[src/rtl/br_cmp_pkg.sv]
// br_cmp_pkg: shared widths and constants for the RV32I branch comparator.
package br_cmp_pkg;
    localparam int XLEN = 32;
    localparam int CELL = 4;
    localparam logic [XLEN-1:0] SIGN_MASK = 32'h8000_0000;
endpackage

[src/rtl/br_cmp_mag_cmp.sv]
// mag_cmp: unsigned magnitude comparator built from 4-bit cells merged MSB-first.
module mag_cmp
    import br_cmp_pkg::*;
#(
    parameter int WIDTH = XLEN
) (
    input  logic [WIDTH-1:0] a,
    input  logic [WIDTH-1:0] b,
    output logic             lt,
    output logic             eq
);
    localparam int N = WIDTH / CELL;
    // Heap-ordered tree: node k has the more significant child at 2k+1; leaf N-1 is the top nibble.
    logic [2*N-2:0] g;
    logic [2*N-2:0] e;
    always_comb begin
        g = '0;
        e = '0;
        for (int j = 0; j < N; j++) begin
            g[N-1+j] = a[WIDTH-1-CELL*j -: CELL] > b[WIDTH-1-CELL*j -: CELL];
            e[N-1+j] = a[WIDTH-1-CELL*j -: CELL] == b[WIDTH-1-CELL*j -: CELL];
        end
        for (int k = N-2; k >= 0; k--) begin
            g[k] = g[2*k+1] | (e[2*k+1] & g[2*k+2]);
            e[k] = e[2*k+1] & e[2*k+2];
        end
    end
    assign eq = e[0];
    assign lt = ~g[0] & ~e[0];
endmodule

[src/rtl/br_cmp.sv]
// br_cmp: RV32I branch comparator with combinational and registered eq/lt results.
module br_cmp
    import br_cmp_pkg::*;
#(
    parameter int WIDTH = XLEN
) (
    input  logic             clk,
    input  logic             rst_n,
    input  logic [WIDTH-1:0] a,
    input  logic [WIDTH-1:0] b,
    input  logic             brun,
    output logic             brlt,
    output logic             breq,
    output logic             brlt_q,
    output logic             breq_q
);
    // Flipping both MSBs maps two's complement order onto unsigned order.
    logic [WIDTH-1:0] m;
    assign m = brun ? '0 : WIDTH'(SIGN_MASK);
    mag_cmp #(.WIDTH(WIDTH)) u_cmp (
        .a (a ^ m),
        .b (b ^ m),
        .lt(brlt),
        .eq(breq)
    );
    always_ff @(posedge clk or negedge rst_n) begin
        if (!rst_n) begin
            brlt_q <= 1'b0;
            breq_q <= 1'b0;
        end else begin
            brlt_q <= brlt;
            breq_q <= breq;
        end
    end
endmodule

[config.mk]
export PLATFORM = sky130hd
export DESIGN_NAME = br_cmp
export DESIGN_NICKNAME = d
export VERILOG_FILES = /design/src/rtl/br_cmp_pkg.sv /design/src/rtl/br_cmp_mag_cmp.sv /design/src/rtl/br_cmp.sv
export SDC_FILE = /design/constraint.sdc
export NUM_CORES = 1
export LEC_CHECK = 0
export CAP_MARGIN = 10
export CORE_UTILIZATION = 34
export CTS_BUF_LIST = sky130_fd_sc_hd__clkbuf_16
export CTS_CLUSTER_DIAMETER = 50
export DETAILED_ROUTE_END_ITERATION = 6
export PLACE_DENSITY_LB_ADDON = 0.25
export SLEW_MARGIN = 40
export SYNTH_ARGS = -nofsm -noshare
export SYNTH_HDL_FRONTEND = slang
export SYNTH_SLANG_ARGS = --single-unit
[constraint.sdc]
create_clock -name clk -period 2 [get_ports clk]
set_input_delay 0.3 -clock clk [delete_from_list [all_inputs] [get_ports clk]]
set_output_delay 0.3 -clock clk [all_outputs]
set_load 0.05 [all_outputs]
==> results of run 1 <==
[cell usage after synthesis]
| library cell | instances |
|---|---|
| inv_1 | 35 |
| ha_1 | 32 |
| a21oi_1 | 11 |
| o21ai_0 | 10 |
| nand4_1 | 7 |
| nor2_1 | 6 |
| nor2b_1 | 3 |
| dfrtp_1 | 2 |
| nand2_1 | 2 |
| nand2b_1 | 2 |
| nand3_1 | 2 |
| nor3_1 | 2 |
| nor3_2 | 2 |
| o2111ai_1 | 2 |
| a21o_1 | 1 |
| and4bb_1 | 1 |
| nand4_2 | 1 |
| o21a_1 | 1 |
| o21ai_1 | 1 |
| o22ai_1 | 1 |
| or2_4 | 1 |
| xnor2_1 | 1 |
| xor2_1 | 1 |
[layer usage]
| metal | global-route usage | vias to the layer above |
|---|---|---|
| met5 | 0 | - |
| met4 | 0.162 | 0 |
| met3 | 0.0667 | 24 |
| met2 | 0.500 | 64 |
| met1 | 0.172 | 579 |
| li1 | - | 611 |
[critical path, stage by stage]
cell      delay (ns)
buf_6           0.09
xor2_2          0.16
ha_1            0.34
nand4_4         0.10
or2_4           0.27
buf_4           0.14
and4bb_1        0.27
a21oi_2         0.06
a21oi_4         0.20
buf_8           0.17
[area by class of cell]
cell class,count,share of cell area
inverters,35,0.0605
well taps,30,0.0173
repair buffers,85,0.384
multi-input cells,90,0.480
clock buffers,3,0.0346
flip-flops and latches,2,0.0231
[stage by stage]
stage	power (mW)	setup TNS (ns)	hold slack [ns]	util	setup slack, ns
4_1_cts	0.755	-0.648	0.240	0.791	-0.327
5_1_grt	0.876	-0.985	0.245	0.861	-0.446
3_3_place_gp	0.395	-1.58	0.473	0.688	-0.558
3_5_place_dp	0.407	-1.87	0.476	0.688	-0.651
2_1_floorplan	0.220	-0.0676	0.00441	-	-0.0347
6_report	0.837	-0.821	0.242	0.861	-0.402
[cells by family after synthesis]
logic type / after synthesis / synth area share
buffers and inverters: 35 / 0.142
adder cells (fa/ha/maj): 32 / 0.432
flip-flops: 2 / 0.0540
AND/OR/NAND/NOR: 29 / 0.193
XOR/XNOR: 2 / 0.0189
AO/OA/AOI/OAI: 27 / 0.161
[registers in the layout, summed over array words and instances (netlist names)]
| name | flops |
|---|---|
| breq_q | 1 |
| brlt_q | 1 |
[timing repair]
| action | CTS | global route |
|---|---|---|
| buffers inserted | 5 | 4 |
| hold buffers | 0 | 0 |
| endpoints found under the hold margin | 0 | 0 |
| resized for setup | 69 | 37 |
| endpoints found under the setup margin | 4 | 3 |
| pin swaps | 25 | 19 |
[worst paths after layout]
path | startpoint | endpoint | slack (ns) | cells past startpoint
worst min-delay path | rst_n | breq_q$_DFF_PN0_ | 0.24 | 1
min in group clk | b[1] | breq_q$_DFF_PN0_ | 0.90 | 7
max in group asynchronous | rst_n | brlt_q$_DFF_PN0_ | 1.63 | 1
worst max-delay path | b[31] | brlt | -0.40 | 10
[where the power goes]
part           switching (mW)  internal, mW  leakage, nW  total, mW
sequential            0.00189        0.0454       0.0253     0.0473
combinational           0.217         0.256         1.05      0.474
clock                  0.0604         0.256       0.0370      0.316
==> key figures, run 1 <==
Status
  • Status: finished with violations
  • Failing checks: negative setup slack

Synthesis
  • Post-Syn Nets: 226
  • Syn Inst Count: 127
  • Unique masters post-synth: 23
  • Largest cells by area after synthesis: ha_1 (43%), inv_1 (14%), a21oi_1 (5.9%), dfrtp_1 (5.4%), o21ai_0 (5.4%)
  • Post-synth top area share: 0.432
  • Area leader, netlist: ha_1
  • Post-synthesis cell area: 927 sq um
  • Sequential share of the synthesized area: 0.0540
  • Syn. warnings: 0
  • Syn_area_per_cell: 7.30 sq um
  • Synthesized flop and latch total: 2

Die
  • Num ports: 71
  • Die ar.: 2940 sq um
  • Die X: 54.2 um
  • Core Area: 2520 sq um
  • Row count: 18
  • Die height: 54.2 um
  • Initial core utilization: 0.368

Detailed routing
  • Drt pass-1 iters: 4
  • Metal2 WL: 2280 um
  • Vias: 1278
  • Met1 wire length: 1300 um
  • Via/cell ratio: 5.22
  • Routed length on met3: 257 um
  • # DRC: 0
  • Post-route ant nets: 0
  • Final WL: 4070 um
  • Top layer in use: met4
  • First-iteration detailed-routing DRC count: 25
  • Drt wl/cell: 16.6 um

Finish
  • Sequential cell area: 50.0 sq um
  • Synth-to-Final Area Change: 134%
  • Final instance area: 2170 sq um
  • Antenna cells: 0
  • Ratio of cells with drive above 1 in the final layout: 0.326
  • Final Net Count: 316
  • Post-route insts no fill: 245
  • Multi-input logic area: 1040 sq um
  • Filler cells: 142
  • Most frequent cells in the layout: clkdlybuf4s50_1 (27), dlygate4sd2_1 (25), inv_1 (20), ha_1 (16), ha_4 (16)
  • Commonest non-fill, non-tap cell in the layout: clkdlybuf4s50_1

Clock tree
  • Num Clock Sinks: 2
  • CTS clock-pin slew for the worst setup and hold paths: 0.03 ns
  • Number of buffers inserted during clock tree synthesis: 3
  • H-tree levels: 1
  • Max clock buf depth: 2
  • Clock root buffer: clkbuf_16
  • CTS tree: built

Setup path
  • Type of the worst setup path: in -> out
  • Worst Path Arrival: 2.10 ns
  • Critical Path Sink Type: output pin
  • CP Launch Type: primary input
  • CP Data Required Time: 1.70 ns
  • Crit Path Max Fanout: 2

Placed design
  • Detailed placement HPWL: 2350 um
  • I/O Buffers: 70
  • Placed Cells: 233
  • GPL Wtd Cong: 0.713
  • Placed cell area: 1740 sq um

Timing
  • RSZ-0062 raised after global routing: true
  • Worst Max-Slew Pin Slew: 0.514 ns
  • Final-report max-slew violation count: 0
  • Rel. slew slack: 0.656
  • Highest clock rate: 416 MHz
  • Final setup violation count: 3
  • Minimum clock period: 2.40 ns
  • Final Cycle Share: 1.20
  • Slack of the critical path: -0.402 ns
  • Final hold vios: 0

GRT
  • First-pass GRT wire length: 4840 um
  • Gr usage total: 0.237
  • Vias in the first global route: 1316
  • GRT overflow: 0
  • Initial antenna violation count: 0
  • Pin count of the biggest net entering global routing: 5

Hold path
  • HP Class: in -> async

Pwr
  • Leakage: 1.12 nW
  • Pwr dens: 386 nW/um^2
  • Peak VDD IR: 324 uV

Run
  • Max cap viols: 0
No activity file was read; power rests on OpenSTA's default activity.
==> run 2, diff against run 1 <==
CORE_UTILIZATION = 25   (was 34)
CTS_CLUSTER_DIAMETER = 120   (was 50)
==> key figures, run 2 (synthesis results as in run 1) <==
Status
  • Status: finished with violations (unchanged)
  • Failing checks: negative setup slack (unchanged)

Placed design
  • I/O Buffers: 70 (unchanged)
  • Worst slack at placement: -0.634 ns (was -0.651 ns)
  • Placed cell area: 1760 sq um (was 1740 sq um)
  • Placed Cells: 250 (was 233)
  • GPL Wtd Cong: 0.755 (was 0.713)
  • Detailed placement HPWL: 2350 um (about the same)

Die
  • Core Area: 3440 sq um (was 2520 sq um)
  • Die ar.: 3960 sq um (was 2940 sq um)
  • Die height: 62.9 um (was 54.2 um)
  • Row count: 21 (was 18)
  • Initial core utilization: 0.269 (was 0.368)
  • Num ports: 71 (unchanged)
  • Die X: 62.9 um (was 54.2 um)

GRT
  • Pin count of the biggest net entering global routing: 4 (was 5)
  • GRT overflow: 0 (unchanged)
  • Initial antenna violation count: 0 (unchanged)
  • First-pass GRT wire length: 5140 um (was 4840 um)
  • Vias in the first global route: 1271 (was 1316)
  • Gr usage total: 0.160 (was 0.237)

Pwr
  • Pwr dens: 356 nW/um^2 (was 386 nW/um^2)
  • Clock power frac: 0.379 (was 0.378)
  • Sequential share of power: 0.060 (was 0.057)
  • Int Power: 0.549 mW (was 0.558 mW)
  • Leakage: 1.14 nW (was 1.12 nW)
  • Net Sw Power: 0.250 mW (was 0.280 mW)
  • Sw frac: 0.313 (was 0.334)
  • Peak VDD IR: 554 uV (was 324 uV)
  • Part of the power in combinational logic: 0.561 (was 0.566)

Finish
  • Synth-to-Final Area Change: 142% (was 134%)
  • Commonest non-fill, non-tap cell in the layout: dlygate4sd2_1 (was clkdlybuf4s50_1)
  • Post-route insts no fill: 259 (was 245)
  • Filler cells: 306 (was 142)
  • Most frequent cells in the layout: dlygate4sd2_1 (27), ha_4 (21), clkdlybuf4s50_1 (21), inv_2 (18), inv_1 (17) (was clkdlybuf4s50_1 (27), dlygate4sd2_1 (25), inv_1 (20), ha_1 (16), ha_4 (16))
  • Antenna cells: 0 (unchanged)
  • Largest regs: breq_q: 1 flops, brlt_q: 1 flops (unchanged)
  • Sequential cell area: 50.0 sq um (unchanged)
  • Finished Core Util: 0.651 (was 0.861)
  • Final instance area: 2240 sq um (was 2170 sq um)
  • Final Net Count: 314 (was 316)
  • Multi-input logic area: 1100 sq um (was 1040 sq um)
  • Ratio of cells with drive above 1 in the final layout: 0.357 (was 0.326)

Setup path
  • CP Data Required Time: 1.70 ns (about the same)
  • Max stage delay on crit path: 0.49 ns (was 0.34 ns)
  • Worst Path Arrival: 1.99 ns (was 2.10 ns)
  • Critical Path Sink Type: output pin (unchanged)
  • Crit Path Max Fanout: 2 (unchanged)
  • Critical-path cell list: clkdlybuf4s50_1 -> inv_2 -> ha_4 -> nand4_1 -> nor2_1 -> nand2_2 -> buf_6 -> nor3_4 -> buf_12 (was buf_6 -> xor2_2 -> ha_1 -> nand4_4 -> or2_4 -> buf_4 -> and4bb_1 -> a21oi_2 -> a21oi_4 -> buf_8)
  • CP max-delay cell: clkdlybuf4s50_1 (was ha_1)
  • Type of the worst setup path: in -> out (unchanged)
  • CP Launch Type: primary input (unchanged)

Timing
  • Final hold vios: 0 (unchanged)
  • Rel. slew slack: 0.661 (was 0.656)
  • Final Cycle Share: 1.14 (was 1.20)
  • Worst Max-Slew Pin Slew: 0.507 ns (was 0.514 ns)
  • Hold slack final: 0.247 ns (was 0.242 ns)
  • Final-report max-slew violation count: 0 (unchanged)
  • Minimum clock period: 2.29 ns (was 2.40 ns)
  • Highest clock rate: 438 MHz (was 416 MHz)
  • Slack of the critical path: -0.285 ns (was -0.402 ns)
  • Final setup violation count: 2 (was 3)
  • RSZ-0062 raised after global routing: true (unchanged)

Clock tree
  • H-tree levels: 1 (unchanged)
  • Number of buffers inserted during clock tree synthesis: 3 (unchanged)
  • Num Clock Sinks: 2 (unchanged)
  • CTS clock-pin slew for the worst setup and hold paths: 0.03 ns (about the same)
  • Max clock buf depth: 2 (unchanged)
  • Clock root buffer: clkbuf_16 (unchanged)
  • CTS tree: built (unchanged)

Detailed routing
  • First-iteration detailed-routing DRC count: 18 (was 25)
  • Drt pass-1 iters: 2 (was 4)
  • Via/cell ratio: 4.58 (was 5.22)
  • Final WL: 3150 um (was 4070 um)
  • Routed length on met3: 180 um (was 257 um)
  • Top layer in use: met4 (unchanged)
  • Post-route ant nets: 0 (unchanged)
  • Drt wl/cell: 12.1 um (was 16.6 um)
  • # DRC: 0 (unchanged)
  • Vias: 1186 (was 1278)
  • Metal2 WL: 1720 um (was 2280 um)
  • Met1 wire length: 1220 um (was 1300 um)

Hold path
  • HP Class: in -> async (unchanged)

Run
  • Max cap viols: 0 (unchanged)
[run 2: critical path: cells and delay by family]
| family | cells | cell delay (ns) |
|---|---|---|
| buffers and inverters | 4 | 0.83 |
| AND/OR/NAND/NOR | 4 | 0.58 |
| adder cells (fa/ha/maj) | 1 | 0.26 |
[run 2: stage by stage]
| step | TNS, ns | power, mW |
|---|---|---|
| after floorplan | -0.0676 | 0.220 |
| after detailed placement | -1.79 | 0.417 |
| after global routing | -0.646 | 0.853 |
| after CTS | -0.632 | 0.774 |
| final | -0.545 | 0.798 |
| after global placement | -1.51 | 0.406 |
[run 2: power by group through the flow]
| stage | registers, mW | logic, mW | clock network (mW) |
|---|---|---|---|
| floorplan | 0.0641 | 0.156 | 0 |
| global placement | 0.0471 | 0.359 | 0 |
| detailed placement | 0.0476 | 0.369 | 0 |
| CTS | 0.0476 | 0.416 | 0.310 |
| global route | 0.0483 | 0.495 | 0.309 |
| finish | 0.0477 | 0.448 | 0.303 |
[run 2: final timing paths]
check,end,cells past startpoint,start,slack (ns)
max in group asynchronous,breq_q$_DFF_PN0_,1,rst_n,1.63
min in group clk,breq_q$_DFF_PN0_,5,a[1],0.73
worst min-delay path,brlt_q$_DFF_PN0_,1,rst_n,0.25
worst max-delay path,breq,9,b[13],-0.29
[run 2: layout make-up]
class	instances	share of cell area
multi-input cells	90	0.491
inverters	35	0.0587
repair buffers	83	0.369
flip-flops and latches	2	0.0223
clock buffers	3	0.0335
well taps	46	0.0257
[run 2: timing repair]
action	CTS	global route
setup endpoints to repair	4	2
hold buffers	0	0
hold endpoints to repair	0	0
gates cloned	0	0
pin swaps	31	22
buffers inserted	4	2
resized for setup	82	38
[run 2: layer usage]
layer  global-route usage  vias up
met1                0.164      530
met3               0.0310        2
met2                0.327       46
met5                    0        -
li1                     -      608
met4               0.0262        0
==> run 3, diff against run 2 <==
GPL_ROUTABILITY_DRIVEN = 0   (was not set)
PLACE_DENSITY_LB_ADDON = not set   (was 0.25)
==> key figures, run 3 (synthesis results as in run 1) <==
Setup path
  • CP Data Required Time: 1.70 ns (about the same)
  • Crit Path Max Fanout: 3 (was 2)
  • Most used cell along the critical path: buf_6
  • Critical Path Sink Type: output pin (unchanged)
  • Buf/Inv on CP: 3 (was 4)
  • Worst Path Arrival: 1.96 ns (was 1.99 ns)
  • CP max-delay cell: or2_4 (was clkdlybuf4s50_1)
  • Crit path max-delay family: simple AND/OR/NAND/NOR gates (was buffers and inverters)
  • CP Launch Type: primary input (unchanged)
  • Max stage delay on crit path: 0.29 ns (was 0.49 ns)
  • Critical-path cell list: dlygate4sd2_1 -> ha_4 -> nand4_1 -> or2_4 -> nor3_4 -> nand2_2 -> buf_6 -> o22ai_4 -> a21oi_4 -> buf_6 (was clkdlybuf4s50_1 -> inv_2 -> ha_4 -> nand4_1 -> nor2_1 -> nand2_2 -> buf_6 -> nor3_4 -> buf_12)
  • Type of the worst setup path: in -> out (unchanged)

GRT
  • Gr usage total: 0.151 (was 0.160)
  • Vias in the first global route: 1250 (was 1271)
  • Initial antenna violation count: 0 (unchanged)
  • Pin count of the biggest net entering global routing: 5 (was 4)
  • GRT overflow: 0 (unchanged)
  • First-pass GRT wire length: 4800 um (was 5140 um)

Die
  • Num ports: 71 (unchanged)
  • Die height: 62.9 um (unchanged)
  • Row count: 21 (unchanged)
  • Initial core utilization: 0.269 (unchanged)
  • Die ar.: 3960 sq um (unchanged)
  • Core Area: 3440 sq um (unchanged)
  • Die X: 62.9 um (unchanged)

Clock tree
  • CTS tree: built (unchanged)
  • Max clock buf depth: 2 (unchanged)
  • Hold Buf Count CTS: 0 (unchanged)
  • CTS clock-pin slew for the worst setup and hold paths: 0.03 ns (about the same)
  • Number of buffers inserted during clock tree synthesis: 3 (unchanged)
  • H-tree levels: 1 (unchanged)
  • Num Clock Sinks: 2 (unchanged)
  • Clock root buffer: clkbuf_16 (unchanged)

Status
  • Status: finished with violations (unchanged)
  • Failing checks: negative setup slack (unchanged)

Detailed routing
  • Post-route ant nets: 0 (unchanged)
  • # DRC: 0 (unchanged)
  • Via/cell ratio: 4.64 (was 4.58)
  • Vias: 1201 (was 1186)
  • Drt pass-1 iters: 4 (was 2)
  • First-iteration detailed-routing DRC count: 10 (was 18)
  • Drt wl/cell: 11.7 um (was 12.1 um)
  • Final WL: 3030 um (was 3150 um)

Timing
  • Final hold vios: 0 (unchanged)
  • Setup TNS: -0.502 ns (was -0.545 ns)
  • Minimum clock period: 2.26 ns (was 2.29 ns)
  • Final Cycle Share: 1.13 (was 1.14)
  • Highest clock rate: 442 MHz (was 438 MHz)
  • Final setup violation count: 2 (unchanged)
  • Slack of the critical path: -0.264 ns (was -0.285 ns)
  • Rel. slew slack: 0.667 (was 0.661)
  • RSZ-0062 raised after global routing: true (unchanged)
  • Hold slack final: 0.255 ns (was 0.247 ns)
  • Final-report max-slew violation count: 0 (unchanged)
  • Worst Max-Slew Pin Slew: 0.498 ns (was 0.507 ns)

Finish
  • Filler cells: 289 (was 306)
  • Antenna cells: 0 (unchanged)
  • Final Net Count: 314 (unchanged)
  • Sequential cell area: 50.0 sq um (unchanged)
  • Most frequent cells in the layout: ha_4 (23), dlymetal6s2s_1 (22), dlygate4sd2_1 (22), clkdlybuf4s50_1 (21), inv_2 (19) (was dlygate4sd2_1 (27), ha_4 (21), clkdlybuf4s50_1 (21), inv_2 (18), inv_1 (17))
  • Multi-input logic area: 1110 sq um (was 1100 sq um)
  • Synth-to-Final Area Change: 145% (was 142%)
  • Commonest non-fill, non-tap cell in the layout: ha_4 (was dlygate4sd2_1)
  • Ratio of cells with drive above 1 in the final layout: 0.362 (was 0.357)
  • Finished Core Util: 0.660 (was 0.651)
  • Largest regs: breq_q: 1 flops, brlt_q: 1 flops (unchanged)

Run
  • Max cap viols: 0 (unchanged)

Pwr
  • Pwr dens: 352 nW/um^2 (was 356 nW/um^2)
  • Total Power: 0.799 mW (was 0.798 mW)
  • Leakage: 1.18 nW (was 1.14 nW)
  • Peak VDD IR: 199 uV (was 554 uV)

Placed design
  • Detailed placement HPWL: 2320 um (was 2350 um)
  • I/O Buffers: 70 (unchanged)

Hold path
  • HP Class: in -> async (unchanged)
-- run 3: layout make-up --
cell class              instances  area share
clock buffers                   3      0.0331
inverters                      35      0.0579
multi-input cells              90       0.491
flip-flops and latches          2      0.0220
well taps                      46      0.0253
repair buffers                 83       0.371
-- run 3: path summary, 6_finish.rpt --
check	startpoint	depth (start not counted)	end	slack (ns)
worst max-delay path	a[25]	10	brlt	-0.26
worst min-delay path	rst_n	1	breq_q$_DFF_PN0_	0.26
max in group asynchronous	rst_n	1	brlt_q$_DFF_PN0_	1.61
min in group clk	b[5]	7	breq_q$_DFF_PN0_	0.88
-- run 3: power by group --
part | switching [mW] | total [mW] | internal (mW)
sequential | 0.00117 | 0.0466 | 0.0454
clock | 0.0462 | 0.301 | 0.254
combinational | 0.200 | 0.451 | 0.252
-- run 3: repair_timing --
action / CTS / global route
pin swaps: 24 / 30
setup buffers: 2 / 3
endpoints found under the setup margin: 4 / 3
resized for setup: 67 / 53
-- run 3: per-stage QoR --
stage / std cells / setup slack (ns) / cell area (sq um)
2_1_floorplan: 127 / -0.0347 / 945
3_3_place_gp: 251 / -0.568 / 1770
3_5_place_dp: 251 / -0.630 / 1770
4_1_cts: 256 / -0.355 / 2020
5_1_grt: 259 / -0.372 / 2270
6_report: 259 / -0.264 / 2270
-- run 3: per-layer routing --
| metal | global-route usage | up-vias | share of wire | wire (um) |
|---|---|---|---|---|
| li1 | - | 612 | - | - |
| met2 | 0.292 | 40 | 0.55 | 1680 |
| met3 | 0.0255 | 5 | 0.048 | 146 |
| met5 | 0 | - | 0 | 0 |
| met4 | 0.0698 | 0 | 0.016 | 50 |
| met1 | 0.153 | 544 | 0.38 | 1160 |
